**config.mk**
```make
export PLATFORM = sky130hd
export DESIGN_NAME = add_share_seq
export DESIGN_NICKNAME = d
export VERILOG_FILES = /design/src/rtl/add_share_seq.sv
export SDC_FILE = /design/constraint.sdc
export NUM_CORES = 1
export LEC_CHECK = 0
export CORE_MARGIN = 4
export CORE_UTILIZATION = 51
export CTS_CLUSTER_DIAMETER = 200
export DETAILED_ROUTE_END_ITERATION = 8
export PLACE_DENSITY = 0.95
export SYNTH_ARGS = -nofsm -noshare
export SYNTH_HDL_FRONTEND = slang
export SYNTH_SLANG_ARGS = --single-unit
```
**constraint.sdc**
```tcl
create_clock -name i_clk -period 6.3 [get_ports i_clk]
set_input_delay 0.63 -clock i_clk [delete_from_list [all_inputs] [get_ports i_clk]]
set_output_delay 0.63 -clock i_clk [all_outputs]
set_load 0.01 [all_outputs]
```
**src/rtl/add_share_seq.sv**
```systemverilog
// Round-robin sequencer sharing one external 8-bit adder between two requesters for
// multi-byte adds, LSB byte first with a registered carry chain; one result per NBYTES+1 cycles.
module add_share_seq #(
  parameter int NBYTES = 4
) (
  input  logic                  i_clk,
  input  logic                  i_rst_n,
  input  logic                  i_req0,
  input  logic                  i_req1,
  input  logic [8*NBYTES-1:0]   i_a0,
  input  logic [8*NBYTES-1:0]   i_b0,
  input  logic [8*NBYTES-1:0]   i_a1,
  input  logic [8*NBYTES-1:0]   i_b1,
  input  logic                  i_cin0,
  input  logic                  i_cin1,
  output logic                  o_gnt0,
  output logic                  o_gnt1,
  output logic                  o_busy,
  output logic                  o_done,
  output logic                  o_done_id,
  output logic [8*NBYTES-1:0]   o_result,
  output logic                  o_cout,
  output logic [7:0]            o_add_a,
  output logic [7:0]            o_add_b,
  output logic                  o_add_cin,
  input  logic [7:0]            i_add_sum,
  input  logic                  i_add_cout
);

  localparam int W  = 8 * NBYTES;
  localparam int IW = $clog2(NBYTES);
  localparam logic [IW-1:0] LAST_IDX = IW'(NBYTES - 1);

  typedef enum logic [1:0] {S_IDLE, S_RUN, S_DONE} state_t;

  state_t         r_state;
  state_t         w_state_nxt;
  logic [IW-1:0]  r_idx;
  logic [W-1:0]   r_a;
  logic [W-1:0]   r_b;
  logic [W-1:0]   r_sum;
  logic           r_carry;
  logic           r_last;
  logic           r_id;
  logic           r_gnt0;
  logic           r_gnt1;
  logic           r_busy;
  logic           r_done;
  logic           r_done_id;
  logic [W-1:0]   r_result;
  logic           r_cout;

  logic           w_win1;
  logic           w_accept;
  logic           w_last_byte;
  logic [IW+2:0]  w_base;
  logic [W-1:0]   w_sum_nxt;

  // DONE evaluates requests too, so back-to-back transactions lose no cycle.
  always_comb begin
    w_win1      = i_req1 & (~i_req0 | ~r_last);
    w_accept    = ((r_state == S_IDLE) || (r_state == S_DONE)) && (i_req0 || i_req1);
    w_last_byte = (r_idx == LAST_IDX);
    w_base      = {r_idx, 3'b000};
    w_sum_nxt   = r_sum;
    w_sum_nxt[w_base +: 8] = i_add_sum;
    w_state_nxt = r_state;
    o_add_a     = 8'd0;
    o_add_b     = 8'd0;
    o_add_cin   = 1'b0;
    unique case (r_state)
      S_IDLE, S_DONE: w_state_nxt = w_accept ? S_RUN : S_IDLE;
      S_RUN: begin
        o_add_a   = r_a[w_base +: 8];
        o_add_b   = r_b[w_base +: 8];
        o_add_cin = r_carry;
        if (w_last_byte) w_state_nxt = S_DONE;
      end
      default: w_state_nxt = S_IDLE;
    endcase
  end

  always_ff @(posedge i_clk or negedge i_rst_n) begin
    if (!i_rst_n) r_state <= S_IDLE;
    else          r_state <= w_state_nxt;
  end

  always_ff @(posedge i_clk or negedge i_rst_n) begin
    if (!i_rst_n) begin
      r_idx     <= '0;
      r_a       <= '0;
      r_b       <= '0;
      r_sum     <= '0;
      r_carry   <= 1'b0;
      r_last    <= 1'b1;
      r_id      <= 1'b0;
      r_gnt0    <= 1'b0;
      r_gnt1    <= 1'b0;
      r_busy    <= 1'b0;
      r_done    <= 1'b0;
      r_done_id <= 1'b0;
      r_result  <= '0;
      r_cout    <= 1'b0;
    end else begin
      r_gnt0 <= 1'b0;
      r_gnt1 <= 1'b0;
      r_done <= 1'b0;
      r_busy <= (w_state_nxt != S_IDLE);
      if (w_accept) begin
        r_id    <= w_win1;
        r_last  <= w_win1;
        r_a     <= w_win1 ? i_a1 : i_a0;
        r_b     <= w_win1 ? i_b1 : i_b0;
        r_carry <= w_win1 ? i_cin1 : i_cin0;
        r_idx   <= '0;
        r_gnt0  <= ~w_win1;
        r_gnt1  <= w_win1;
      end else if (r_state == S_RUN) begin
        r_sum   <= w_sum_nxt;
        r_carry <= i_add_cout;
        r_idx   <= r_idx + 1'b1;
        if (w_last_byte) begin
          r_done    <= 1'b1;
          r_done_id <= r_id;
          r_result  <= w_sum_nxt;
          r_cout    <= i_add_cout;
        end
      end
    end
  end

  assign o_gnt0    = r_gnt0;
  assign o_gnt1    = r_gnt1;
  assign o_busy    = r_busy;
  assign o_done    = r_done;
  assign o_done_id = r_done_id;
  assign o_result  = r_result;
  assign o_cout    = r_cout;

endmodule

```
==> metrics.txt, run 1 <==
# TYPE chip_impl_metric gauge
chip_impl_metric{name="min_period_over_period",unit="%"} 53.6
chip_impl_info{name="tritoncts",value="built"} 1
chip_impl_metric{name="core_area",unit="mm²"} 0.0128
chip_impl_metric{name="max_slew_margin",unit="%"} 21.5
chip_impl_metric{name="post_cts.repair.setup_buffers",unit=""} 0
chip_impl_info{name="synth.top_cells.by_area",value="sky130_fd_sc_hd__dfrtp_1 52%, sky130_fd_sc_hd__a221o_1 9.5%, sky130_fd_sc_hd__and2_1 6.3%"} 1
chip_impl_metric{name="grt_overflow",unit=""} 0
chip_impl_metric{name="synth_enable_flop_cells",unit=""} 0
chip_impl_metric{name="finalNetCount",unit=""} 871
chip_impl_metric{name="cts_sinks",unit=""} 141
chip_impl_metric{name="initialDrtViolationCount",unit=""} 522
chip_impl_metric{name="clkSlewWorstSetupHoldPaths",unit="ps"} 60
chip_impl_metric{name="grt_first_pass_wirelength",unit="mm"} 29.0
chip_impl_info{name="root_buffer",value="sky130_fd_sc_hd__clkbuf_16"} 1
chip_impl_metric{name="drive_above_1_share",unit="%"} 9.13
chip_impl_metric{name="period_minus_slack",unit="ps"} 3380
chip_impl_metric{name="drtAntennaViolNets",unit=""} 0
chip_impl_info{name="rsz_0062_raised_after_global_routing",value="false"} 1
chip_impl_info{name="synth_flop_cell",value="sky130_fd_sc_hd__dfrtp_1"} 1
chip_impl_metric{name="crit_path_max_fanout",unit=""} 26
chip_impl_info{name="path_cells",value="nor2b_2, and2_1, clkdlybuf4s50_1"} 1
chip_impl_metric{name="grt_start_max_net_pins",unit=""} 84
chip_impl_info{name="layout.cells.most_common_list",value="196 x sky130_fd_sc_hd__clkdlybuf4s50_1, 140 x sky130_fd_sc_hd__dfrtp_1, 68 x sky130_fd_sc_hd__and2_1"} 1
chip_impl_metric{name="ys_ff_latch",unit=""} 141
chip_impl_metric{name="floorplan.initialDensity",unit="%"} 52.6
chip_impl_info{name="post-synth-top-area-cell",value="sky130_fd_sc_hd__dfrtp_1"} 1
chip_impl_metric{name="async_flop_share",unit="%"} 100
chip_impl_metric{name="dp_cells",unit=""} 875
chip_impl_info{name="criticalPathCategory",value="reg -> out"} 1
chip_impl_metric{name="post_cts_hold_buffer_count",unit=""} 0
chip_impl_metric{name="totalNegativeSetupSlack",unit="ps"} 0
chip_impl_metric{name="detail_route.first_pass.iterations",unit=""} 5
chip_impl_metric{name="cp.arrival",unit="ps"} 2750
chip_impl_metric{name="cts-root-to-sink-buffers",unit=""} 2
chip_impl_metric{name="syn_nets",unit=""} 700
chip_impl_info{name="timing.critical_path.to_type",value="output pin"} 1
chip_impl_metric{name="grt_use_total",unit="%"} 24.9
chip_impl_metric{name="cap_viol_max_count",unit=""} 0
chip_impl_metric{name="ys_types",unit=""} 44
chip_impl_metric{name="worstMarginPinSlew",unit="ps"} 1170
chip_impl_metric{name="grt_pass1_vias",unit=""} 5777
chip_impl_metric{name="placement_rows",unit=""} 41
chip_impl_metric{name="antenna-diode-count",unit=""} 0
chip_impl_metric{name="die_x",unit="µm"} 123
chip_impl_metric{name="floorplan.io_pins",unit=""} 198
chip_impl_metric{name="die_height",unit="µm"} 123
chip_impl_metric{name="post_synth_instance_area",unit="mm²"} 0.00672
chip_impl_metric{name="clk_lat_worst_skew",unit="ps"} 420
chip_impl_metric{name="achievable-frequency",unit="MHz"} 296
chip_impl_metric{name="final_core_util",unit="%"} 71.9
chip_impl_metric{name="finalClockSkew",unit="ps"} 14.5
chip_impl_info{name="run_status",value="finished, final reports clean"} 1
chip_impl_metric{name="report.final.slew_viol_count",unit=""} 0
chip_impl_metric{name="area_growth_syn_to_layout",unit="%"} 36.7
chip_impl_metric{name="timing.final.hold_violations",unit=""} 0
chip_impl_metric{name="tritoncts.num_buffers",unit=""} 17
chip_impl_metric{name="port-buffer-count",unit=""} 197
chip_impl_metric{name="pwr_density_cell",unit="mW/mm²"} 506
chip_impl_metric{name="die_area",unit="mm²"} 0.0151
chip_impl_metric{name="yosys_warnings",unit=""} 0
chip_impl_metric{name="finalSetupViolCount",unit=""} 0
chip_impl_metric{name="post_layout_nonfiller_instances",unit=""} 906
chip_impl_info{name="cp-start-kind",value="flip-flop"} 1
chip_impl_metric{name="gp_routability_congestion",unit=""} 0.866
chip_impl_metric{name="avgRoutedWirePerCell",unit="µm"} 20.1
chip_impl_metric{name="synth_top_cell_area_share",unit="%"} 52.2
chip_impl_info{name="commonest_non_fill_non_tap_cell_in_the_layout",value="sky130_fd_sc_hd__clkdlybuf4s50_1"} 1
chip_impl_metric{name="synth_sequential_area_ratio",unit="%"} 52.6
chip_impl_metric{name="detailroute.via_count",unit=""} 5428
chip_impl_metric{name="number_of_levels_in_the_clock_h_tree",unit=""} 4
chip_impl_metric{name="synth_cells",unit=""} 551
chip_impl_info{name="crit_slowest_cell",value="sky130_fd_sc_hd__nor2b_2"} 1
chip_impl_metric{name="grt_antenna_before_repair",unit=""} 0
chip_impl_metric{name="postRouteWirelength",unit="mm"} 18.2
chip_impl_metric{name="dp_hpwl",unit="mm"} 13.0
chip_impl_metric{name="peakVddDrop",unit="mV"} 0.236
chip_impl_metric{name="largest_stage_delay_on_the_critical_path",unit="ps"} 910
chip_impl_metric{name="leakage_power",unit="nW"} 3.82
chip_impl_info{name="holdCritPathClass",value="in -> async"} 1
chip_impl_metric{name="post-route-drc-count",unit=""} 0
chip_impl_metric{name="cp_data_required_time",unit="ps"} 5670
chip_impl_metric{name="syn-mean-instance-area",unit="µm²"} 12.2
chip_impl_metric{name="cts.repair.resized",unit=""} 0
chip_impl_metric{name="vias_per_cell",unit=""} 5.99
==> cell families (layout without fill, tap and decap cells) <==
logic type               count (synthesis)  count (layout)  synth area share, %
AND/OR/NAND/NOR                        178             178                 15.5
AO/OA/AOI/OAI                          152             152                 19.2
flip-flops                             141             141                 52.6
buffers and inverters                   53             236                 5.05
multiplexers                            21              21                 6.50
adder cells (fa/ha/maj)                  6               6                 1.12
==> flip-flops by register name (all words and copies together) (netlist names) <==
register,flops
o_result,32
r_a,32
r_b,32
r_sum,32
r_idx,2
r_state,2
o_busy,1
o_cout,1
o_done,1
o_done_id,1
o_gnt0,1
o_gnt1,1
r_carry,1
r_id,1
r_last,1
==> path summary, 6_finish.rpt <==
kind / depth (start not counted) / slack (ps) / from / end
max in group asynchronous: 2 / 4820 / i_rst_n / o_result[7]
min reg2reg: 1 / 480 / r_id / r_id
max: 3 / 2920 / r_state[0] / o_add_b[6]
max reg2reg: 6 / 3150 / r_idx[0] / r_sum[2]
min: 1 / 250 / i_rst_n / o_result[12]
min in group i_clk: 1 / 480 / r_id / r_id
==> critical path, delay by kind of cell, from the launching register on <==
kind / cells / cell delay [ps]
buffers and inverters: 1 / 570
DFF: 1 / 570
and+or+nand+nor: 2 / 1190
==> stage by stage <==
| step | hold slack, ps | cell area [µm²] | setup slack [ps] | total power [W] |
|---|---|---|---|---|
| 2_1_floorplan | 334 | 6720 | 4130 | 0.00290 |
| 3_3_place_gp | 455 | 8630 | 2980 | 0.00360 |
| 3_5_place_dp | 471 | 8630 | 2780 | 0.00371 |
| 4_1_cts | 275 | 9180 | 2760 | 0.00466 |
| 5_1_grt | 308 | 9180 | 2730 | 0.00493 |
| 6_report | 248 | 9180 | 2920 | 0.00465 |
==> final cells by class <==
cell class | instances | area, µm²
fillers | 802 | 3590
flip-flops and latches | 141 | 3530
multi-input cells | 357 | 2870
repair buffers | 201 | 2000
clock buffers | 19 | 453
well taps | 172 | 215
clock inverters | 12 | 96.3
inverters | 4 | 15.0
==> report_power, final <==
group | internal [W] | leakage [nW] | switching [W]
registers | 0.00134 | 1.77 | 0.000301
clock network | 0.000557 | 0.270 | 0.000378
logic | 0.00113 | 1.78 | 0.000935
==> synth_stat cells, types with 3 or more instances <==
library cell                number
sky130_fd_sc_hd__o2bb2ai_1       8
sky130_fd_sc_hd__clkbuf_1       18
sky130_fd_sc_hd__nand4_1        16
sky130_fd_sc_hd__a21oi_1        24
sky130_fd_sc_hd__nand2b_1       18
sky130_fd_sc_hd__dfrtp_1       140
sky130_fd_sc_hd__mux2_2          3
sky130_fd_sc_hd__and2_0         14
sky130_fd_sc_hd__a22o_1         16
sky130_fd_sc_hd__a22o_2          8
sky130_fd_sc_hd__a221o_1        64
sky130_fd_sc_hd__mux4_2         10
sky130_fd_sc_hd__ha_1            6
sky130_fd_sc_hd__and2_1         68
sky130_fd_sc_hd__nand2_1         7
sky130_fd_sc_hd__buf_4           4
sky130_fd_sc_hd__mux4_1          6
sky130_fd_sc_hd__a31oi_1        16
sky130_fd_sc_hd__buf_6          15
sky130_fd_sc_hd__buf_2           9
sky130_fd_sc_hd__nor2b_1        10
sky130_fd_sc_hd__a32oi_1         8
sky130_fd_sc_hd__inv_1           3
sky130_fd_sc_hd__nor2_1         34
==> routing by layer <==
metal	track usage (%)	share of wire (%)	vias to the layer above	wire length, µm
met4	8.54	1.7	0	302
met5	0	0	-	0
met3	6.31	8.7	32	1570
met2	42.1	51	290	9230
li1	-	-	2424	-
met1	31.2	39	2682	7070
No activity file was read; power rests on OpenSTA's default activity.
==> run 2: changes to the inputs <==
CORE_UTILIZATION = 43   (was 51)
PLACE_DENSITY = 0.88   (was 0.95)
clock period = 2.85 ns   (was 6.3 ns; I/O delays follow)
==> run 2 against run 1 <==
Critical path depth increased by 1. Sequential share of layout area decreased by 0.83 points. Cell count increased by 6.1%. Highest routed layer unchanged.
==> metrics.txt, run 2 (same netlist as run 1, synthesis figures left out) <==
# TYPE chip_impl_metric gauge
chip_impl_info{name="run_status",value="finished, final reports clean"} 1
chip_impl_metric{name="achievable-frequency",unit="MHz"} 394
chip_impl_metric{name="leakage_power",unit="nW"} 3.91
chip_impl_metric{name="max_slew_margin",unit="%"} 52.9
chip_impl_metric{name="number_of_levels_in_the_clock_h_tree",unit=""} 4
chip_impl_info{name="timing.critical_path.to_type",value="output pin"} 1
chip_impl_info{name="cp-start-kind",value="flip-flop"} 1
chip_impl_metric{name="timing.final.hold_violations",unit=""} 0
chip_impl_metric{name="drive_above_1_share",unit="%"} 10.8
chip_impl_metric{name="detailroute.via_count",unit=""} 5443
chip_impl_metric{name="finalNetCount",unit=""} 886
chip_impl_metric{name="cap_viol_max_count",unit=""} 0
chip_impl_metric{name="period_minus_slack",unit="ps"} 2540
chip_impl_metric{name="cts-root-to-sink-buffers",unit=""} 2
chip_impl_metric{name="floorplan.io_pins",unit=""} 198
chip_impl_metric{name="placement_rows",unit=""} 45
chip_impl_metric{name="cts.repair.resized",unit=""} 0
chip_impl_metric{name="finalClockSkew",unit="ps"} 16.5
chip_impl_metric{name="finalSetupViolCount",unit=""} 0
chip_impl_metric{name="dr_wl_met3",unit="mm"} 1.54
chip_impl_metric{name="clkSlewWorstSetupHoldPaths",unit="ps"} 60
chip_impl_info{name="path_cells",value="buf_4, mux4_1, and2_1, clkdlybuf4s50_1"} 1
chip_impl_metric{name="die_x",unit="µm"} 133
chip_impl_metric{name="grt_overflow",unit=""} 0
chip_impl_metric{name="vias_per_cell",unit=""} 5.66
chip_impl_info{name="criticalPathCategory",value="reg -> out"} 1
chip_impl_metric{name="drtAntennaViolNets",unit=""} 0
chip_impl_metric{name="grt_antenna_before_repair",unit=""} 0
chip_impl_info{name="root_buffer",value="sky130_fd_sc_hd__clkbuf_16"} 1
chip_impl_metric{name="grt_first_pass_wirelength",unit="mm"} 29.0
chip_impl_metric{name="min_period_over_period",unit="%"} 89.1
chip_impl_info{name="crit_slowest_cell",value="sky130_fd_sc_hd__mux4_1"} 1
chip_impl_metric{name="die_height",unit="µm"} 133
chip_impl_metric{name="tritoncts.num_buffers",unit=""} 17
chip_impl_metric{name="port-buffer-count",unit=""} 197
chip_impl_metric{name="area_growth_syn_to_layout",unit="%"} 39.8
chip_impl_info{name="commonest_non_fill_non_tap_cell_in_the_layout",value="sky130_fd_sc_hd__clkdlybuf4s50_1"} 1
chip_impl_metric{name="worstMarginPinSlew",unit="ps"} 707
chip_impl_metric{name="grt_start_max_net_pins",unit=""} 78
chip_impl_info{name="layout.cells.most_common_list",value="196 x sky130_fd_sc_hd__clkdlybuf4s50_1, 140 x sky130_fd_sc_hd__dfrtp_1, 68 x sky130_fd_sc_hd__and2_1"} 1
chip_impl_info{name="tritoncts",value="built"} 1
chip_impl_info{name="rsz_0062_raised_after_global_routing",value="false"} 1
chip_impl_info{name="timing.critical_path.max_delay_family",value="buffers and inverters"} 1
chip_impl_metric{name="met2WireLength",unit="mm"} 9.08
chip_impl_metric{name="post_cts.repair.setup_buffers",unit=""} 0
chip_impl_metric{name="post_cts_hold_buffer_count",unit=""} 1
chip_impl_metric{name="worstPathBufferInverterCount",unit=""} 2
chip_impl_metric{name="die_area",unit="mm²"} 0.0177
chip_impl_metric{name="cp_data_required_time",unit="ps"} 2570
chip_impl_info{name="routed.top_layer",value="met4"} 1
chip_impl_metric{name="gp_routability_congestion",unit=""} 0.838
chip_impl_metric{name="antenna-diode-count",unit=""} 0
chip_impl_metric{name="floorplan.initialDensity",unit="%"} 44.0
chip_impl_metric{name="pwr_density_cell",unit="mW/mm²"} 1110
chip_impl_metric{name="report.final.slew_viol_count",unit=""} 0
chip_impl_metric{name="total_power",unit="W"} 0.0104
chip_impl_metric{name="ff_latch_area",unit="mm²"} 0.00353
chip_impl_metric{name="cp.arrival",unit="ps"} 2260
chip_impl_metric{name="detail_route.first_pass.iterations",unit=""} 5
chip_impl_metric{name="dp_hpwl",unit="mm"} 12.9
chip_impl_metric{name="post-route-drc-count",unit=""} 0
chip_impl_metric{name="totalNegativeSetupSlack",unit="ps"} 0
chip_impl_metric{name="largest_stage_delay_on_the_critical_path",unit="ps"} 570
chip_impl_metric{name="filler_cell_count",unit=""} 1192
chip_impl_info{name="holdCritPathClass",value="in -> async"} 1
chip_impl_metric{name="routed_metal_1_wirelength",unit="mm"} 7.18
chip_impl_metric{name="core_area",unit="mm²"} 0.0153
chip_impl_metric{name="avgRoutedWirePerCell",unit="µm"} 19.0
chip_impl_metric{name="crit_path_max_fanout",unit=""} 12
chip_impl_metric{name="initialDrtViolationCount",unit=""} 295
chip_impl_metric{name="cts_sinks",unit=""} 141
chip_impl_metric{name="multiInputGateArea",unit="mm²"} 0.00286
chip_impl_metric{name="postRouteWirelength",unit="mm"} 18.3
chip_impl_metric{name="grt_pass1_vias",unit=""} 5521
chip_impl_metric{name="clk_lat_worst_skew",unit="ps"} 430
chip_impl_metric{name="grt_use_total",unit="%"} 20.8
chip_impl_metric{name="peakVddDrop",unit="mV"} 0.575
[run 2: worst reg2reg max path, stage by stage (launching register included)]
cell and delay [ps]:
sky130_fd_sc_hd__dfrtp_1 370, sky130_fd_sc_hd__buf_4 200, sky130_fd_sc_hd__inv_1 160, sky130_fd_sc_hd__ha_1 440, sky130_fd_sc_hd__nor4bb_1 420, sky130_fd_sc_hd__buf_4 220
sky130_fd_sc_hd__and2_1 310, sky130_fd_sc_hd__a22o_1 210
[run 2: per-layer routing]
metal | up-vias | global-route usage (%)
met5 | - | 0
met4 | 0 | 7.68
met3 | 52 | 6.96
met2 | 254 | 34.7
met1 | 2676 | 25.2
li1 | 2461 | -
[run 2: worst paths after layout]
kind                                from            to  slack, ps  cells after the start
worst max-delay path            r_idx[0]    o_add_a[7]        310                      4
worst min-delay path             i_rst_n  o_result[15]        460                      2
worst max register to register  r_idx[0]      r_sum[4]        440                      7
worst min register to register      r_id          r_id        480                      1
max in group asynchronous        i_rst_n        r_last       1660                      3
min in group i_clk              i_b0[10]       r_b[10]        460                      2
[run 2: cell type report]
type	instances	area share, %
multi-input cells	357	30.5
flip-flops and latches	141	37.6
repair buffers	216	23.0
well taps	211	2.81
clock buffers	17	4.53
inverters	4	0.160
clock inverters	15	1.40
[run 2: power by group]
part / internal, W / switching, W / total [W]
logic: 0.00262 / 0.00216 / 0.00478
registers: 0.00297 / 0.000554 / 0.00352
clock network: 0.00114 / 0.000939 / 0.00208
[run 2: metrics by stage]
step | std cells | hold WS, ps | util, % | worst slack (ps) | area (µm²)
after detailed placement | 928 | 357 | 57.8 | 545 | 8820
after CTS | 961 | 451 | 61.5 | 266 | 9390
after global routing | 961 | 458 | 61.5 | 191 | 9390
after floorplan | 551 | -10.6 | - | 680 | 6720
final | 961 | 457 | 61.5 | 309 | 9390
after global placement | 928 | 357 | 57.8 | 702 | 8820
